## src/rtl/wr_router_1to4.sv

```systemverilog
// Routes one write request (addr/data/mask) to one of four targets chosen by an address field.
// Request accepted in cycle 0, target valid in cycle 1, o_done/o_err one cycle after handshake or timeout.
// o_req_ready is high only in IDLE; target valid is held until the selected target is ready or TIMEOUT expires.
module wr_router_1to4 #(
    parameter int DATA_W  = 32,
    parameter int ADDR_W  = 32,
    parameter int SEL_LSB = 28,
    parameter int TIMEOUT = 16
) (
    input  logic                i_clk,
    input  logic                i_reset,
    input  logic                i_req_valid,
    output logic                o_req_ready,
    input  logic [ADDR_W-1:0]   i_req_addr,
    input  logic [DATA_W-1:0]   i_req_data,
    input  logic [DATA_W/8-1:0] i_req_bmask,
    output logic [3:0]          o_tgt_valid,
    input  logic [3:0]          i_tgt_ready,
    output logic [ADDR_W-1:0]   o_tgt_addr,
    output logic [DATA_W-1:0]   o_tgt_data,
    output logic [DATA_W/8-1:0] o_tgt_bmask,
    output logic                o_done,
    output logic                o_err
);

    localparam int BM_W  = DATA_W / 8;
    localparam int TMR_W = $clog2(TIMEOUT + 1);

    typedef enum logic [1:0] {
        IDLE  = 2'd0,
        ISSUE = 2'd1,
        RESP  = 2'd2
    } state_t;

    state_t              state_q, state_d;
    logic [3:0]          valid_q, valid_d;
    logic [ADDR_W-1:0]   addr_q, addr_d;
    logic [DATA_W-1:0]   data_q, data_d;
    logic [BM_W-1:0]     bmask_q, bmask_d;
    logic [1:0]          sel_q, sel_d;
    logic [TMR_W-1:0]    timer_q, timer_d;
    logic                done_q, done_d;
    logic                err_q, err_d;

    // State and payload registers; reset drops target valid immediately, losing any in-flight request.
    always_ff @(posedge i_clk or posedge i_reset) begin
        if (i_reset) begin
            state_q <= IDLE;
            valid_q <= '0;
            addr_q  <= '0;
            data_q  <= '0;
            bmask_q <= '0;
            sel_q   <= '0;
            timer_q <= '0;
            done_q  <= 1'b0;
            err_q   <= 1'b0;
        end else begin
            state_q <= state_d;
            valid_q <= valid_d;
            addr_q  <= addr_d;
            data_q  <= data_d;
            bmask_q <= bmask_d;
            sel_q   <= sel_d;
            timer_q <= timer_d;
            done_q  <= done_d;
            err_q   <= err_d;
        end
    end

    // Next-state logic: done/err are computed one cycle early so they register exactly with RESP.
    always_comb begin
        state_d = state_q;
        valid_d = valid_q;
        addr_d  = addr_q;
        data_d  = data_q;
        bmask_d = bmask_q;
        sel_d   = sel_q;
        timer_d = timer_q;
        done_d  = 1'b0;
        err_d   = 1'b0;
        case (state_q)
            IDLE: begin
                if (i_req_valid) begin
                    addr_d  = i_req_addr;
                    data_d  = i_req_data;
                    bmask_d = i_req_bmask;
                    sel_d   = i_req_addr[SEL_LSB +: 2];
                    timer_d = '0;
                    if (i_req_bmask == '0) begin
                        // An empty mask writes nothing: report an error without touching any target.
                        state_d = RESP;
                        done_d  = 1'b1;
                        err_d   = 1'b1;
                    end else begin
                        state_d = ISSUE;
                        valid_d = 4'b0001 << i_req_addr[SEL_LSB +: 2];
                    end
                end
            end
            ISSUE: begin
                // Ready is checked before the timer so a ready on the final cycle still succeeds.
                if (i_tgt_ready[sel_q]) begin
                    state_d = RESP;
                    valid_d = '0;
                    done_d  = 1'b1;
                    err_d   = 1'b0;
                end else if (timer_q == TMR_W'(TIMEOUT - 1)) begin
                    state_d = RESP;
                    valid_d = '0;
                    done_d  = 1'b1;
                    err_d   = 1'b1;
                end else begin
                    timer_d = timer_q + TMR_W'(1);
                end
            end
            RESP: begin
                state_d = IDLE;
            end
            default: begin
                state_d = IDLE;
                valid_d = '0;
            end
        endcase
    end

    assign o_req_ready = (state_q == IDLE);
    assign o_tgt_valid = valid_q;
    assign o_tgt_addr  = addr_q;
    assign o_tgt_data  = data_q;
    assign o_tgt_bmask = bmask_q;
    assign o_done      = done_q;
    assign o_err       = err_q;

endmodule

```

## config.mk

```make
export PLATFORM = sky130hd
export DESIGN_NAME = wr_router_1to4
export DESIGN_NICKNAME = d
export VERILOG_FILES = /design/src/rtl/wr_router_1to4.sv
export SDC_FILE = /design/constraint.sdc
export NUM_CORES = 1
export LEC_CHECK = 0
export ABC_AREA = 0
export CAP_MARGIN = 10
export CORE_MARGIN = 2
export CORE_UTILIZATION = 35
export DETAILED_ROUTE_END_ITERATION = 12
export GPL_ROUTABILITY_DRIVEN = 0
export PLACE_DENSITY = 0.8
export SETUP_SLACK_MARGIN = 0.2
export SYNTH_ARGS = -nofsm -noshare
export SYNTH_HDL_FRONTEND = slang
export SYNTH_SLANG_ARGS = --single-unit
export TNS_END_PERCENT = 10
```

## constraint.sdc

```tcl
create_clock -name i_clk -period 2.8 [get_ports i_clk]
set_input_delay 0.42 -clock i_clk [delete_from_list [all_inputs] [get_ports i_clk]]
set_output_delay 0.42 -clock i_clk [all_outputs]
set_load 0.005 [all_outputs]
```

==> reports/metrics.yaml <==
die:
  dieArea_um2: 9960
  die_w_um: 99.8
  rows: 34
  dieHeight_um: 99.8
  io_pins: 150
  design.core.area_um2: 8810
  start_util: 0.365
clock_tree:
  postCtsHoldBufs: 0
  cts_resized: 0
  root_buffer: "clkbuf_8"
  ctsLongestPathBuffers: 2
  insertion_delay_ps: 340
  numCtsBuffers: 9
  clock-sinks: 81
  cts_tree: "yes"
  post_cts_buffers: 0
  clkTransAtPathRegs_ps: 90
  htreeDepth: 3
global_routing:
  grt_start_max_net_pins: 82
  grt_remaining_overflow: 0
  grt_pass1_vias: 2876
  grt.total_usage: 0.168
  antenna_found_initial: 0
  grt_pass1_wl_um: 13300
run_status:
  status: "finished clean"
timing:
  fin_ws_ps: 650
  finClkSkew_ps: 8.86
  rsz0062_at_grt: "no"
  relSlewSlack: 0.643
  hold_slack_ps: 462
  worst_pin_slew_ps: 530
  setup_tns_ps: 0
  fin_crit_ps: 2150
  setup_violations: 0
  fmax_ghz: 0.465
  final-max-slew-violation-count: 0
  hold_viol_final: 0
  fin_crit_sh: 0.768
finish:
  drive_gt1_frac: 0.0537
  diodes: 0
  nFillCells: 779
  nNetsFinal: 575
  design_area_um2: 5020
  final_util: 0.570
  area_growth_pct: 56.2
logic_synthesis:
  synth_enable_flop_cells: 0
  synth_common_cells: "209 x nand2_1, 81 x dfrtp_1, 10 x buf_2"
  synth_ff_type: "dfrtp_1"
  ys_seq_area_frac: 0.631
  synth_top_family_by_area: "simple AND/OR/NAND/NOR gates"
  syn_area_per_cell_um2: 9.15
  async_reset_ff_frac: 1.00
  ys_types: 25
  synth_nets: 428
  yosys_warnings: 0
  post-synth-top-area-cell: "dfrtp_1"
  synthSimpleGateAreaFrac: 0.277
  synth_area_um2: 3210
  synth_compound_area_frac: 0.0308
  synthAdderAreaFrac: 0.00779
  synth.area.mux_share: 0.0195
  ys_seq_elements: 81
  synth_cells: 351
  ys_top_cells_by_area: "dfrtp_1 63%, nand2_1 24%, buf_2 1.6%, a32o_1 1.2%, mux2i_1 1.2%"
  synth_most_common_cell: "nand2_1"
  synth_top_area_frac: 0.631
  synth-xor-area-share: 0
flow_run:
  cap_violations: 0
placement:
  dpl_worst_slack_ps: 509
  placed_cell_area_um2: 4820
  port-buffer-count: 149
  hpwl_um: 5900
worst_setup_path:
  crit_arrival_ps: 2420
  reg2regPathDepth: 6
  ff2ff_setup_slack_ps: 650
  crit_type: "reg -> reg"
  end_kind: "register"
  cp.required_ps: 3070
  cp-start-kind: "register"
  path_max_fanout: 4
power:
  vdd_drop_max_uv: 466
  power_frac_seq: 0.400
  cellPowerDensity_nw_per_um2: 1020
  p_sw_mw: 1.67
  combPwrFrac: 0.434
  p_int_mw: 3.42
  clockPowerShare: 0.166
  p_leak_nw: 2.43
  swShare: 0.329
drt:
  vias_per_cell: 4.64
  drt_iter0_drc: 96
  wire_per_inst_um: 13.4
  drc_errors: 0
  drt_pass1_iterations: 4
  num_vias: 2838
  drt_wl_total_um: 8170
  drtAntennaViolNets: 0
worst_hold_path:
  hp-class: "in -> async"
-- area by class of cell --
cell class / instances / area (µm²) / share of cell area
clock buffer: 11 / 141 / 0.0282
clock inverter: 5 / 55.1 / 0.0110
inverter: 7 / 27.5 / 0.00549
multi-input combinational: 244 / 1080 / 0.216
sequential: 81 / 2030 / 0.404
tap: 108 / 135 / 0.0269
timing repair buffer: 155 / 1550 / 0.309
-- routing by layer --
| layer | share of wire | routed length [µm] | vias up | global-route usage |
|---|---|---|---|---|
| li1 | - | - | 1386 | - |
| met1 | 0.43 | 3520 | 1358 | 0.206 |
| met2 | 0.49 | 3990 | 90 | 0.285 |
| met3 | 0.076 | 618 | 4 | 0.0543 |
| met4 | 0.0047 | 38 | 0 | 0.0453 |
| met5 | 0 | 0 | - | 0 |
-- power groups by stage --
stage / Combinational, mW / Clock (mW) / Sequential (mW)
2_1_floorplan: 0.863 / 0 / 2.04
3_3_place_gp: 2.17 / 0 / 2.04
3_5_place_dp: 2.25 / 0 / 2.05
4_1_cts: 2.25 / 0.865 / 2.04
5_1_grt: 2.46 / 0.927 / 2.11
6_report: 2.21 / 0.844 / 2.04
-- registers in the layout, summed over array words and instances, names as in the netlist --
name and cells:
o_tgt_addr 32, o_tgt_data 32, timer_q 5, o_tgt_bmask 4, o_tgt_valid 4, state_q 2
o_done 1, o_err 1
-- cell usage in the layout, fill, tap and decap left out, types with 2 or more instances in the layout --
cell             count
nor2_1               4
buf_4                5
clkinv_2             3
clkinvlp_4           2
clkdlybuf4s50_1    149
o21ai_0              3
dfrtp_1             81
or4_1                2
and3_1               2
ha_1                 2
clkbuf_8            10
o32ai_1              2
mux2i_1              4
nand2_1            209
a32o_1               4
inv_1                6
-- worst max-delay path, cell delays in order (launching register included) --
cell and delay (ps):
dfrtp_1 410, ha_1 240, and3_1 190, ha_1 220, or2_2 320, o21ai_0 450
a32o_1 260
-- logic make-up (layout without fill, tap and decap cells) --
| logic type | after synthesis | in the layout |
|---|---|---|
| simple gates | 225 | 225 |
| flops | 81 | 81 |
| buf+inv | 26 | 178 |
| compound gates | 12 | 12 |
| mux | 5 | 5 |
| fa+ha+maj | 2 | 2 |
-- stage by stage --
stage               power (mW)  cells
CTS                       5.16    611
global placement          4.21    595
floorplan                 2.90    351
global route              5.49    611
finish                    5.09    611
detailed placement        4.30    595
-- worst paths after layout --
kind	startpoint	endpoint
max	timer_q[0]	o_tgt_valid[3]
min	i_reset	o_tgt_data[13]
max reg2reg	timer_q[0]	o_tgt_valid[3]
min reg2reg	o_tgt_addr[16]	o_tgt_addr[16]
max in group asynchronous	i_reset	o_tgt_data[10]
min in group i_clk	o_tgt_addr[16]	o_tgt_addr[16]
No activity file was read; power rests on OpenSTA's default activity.
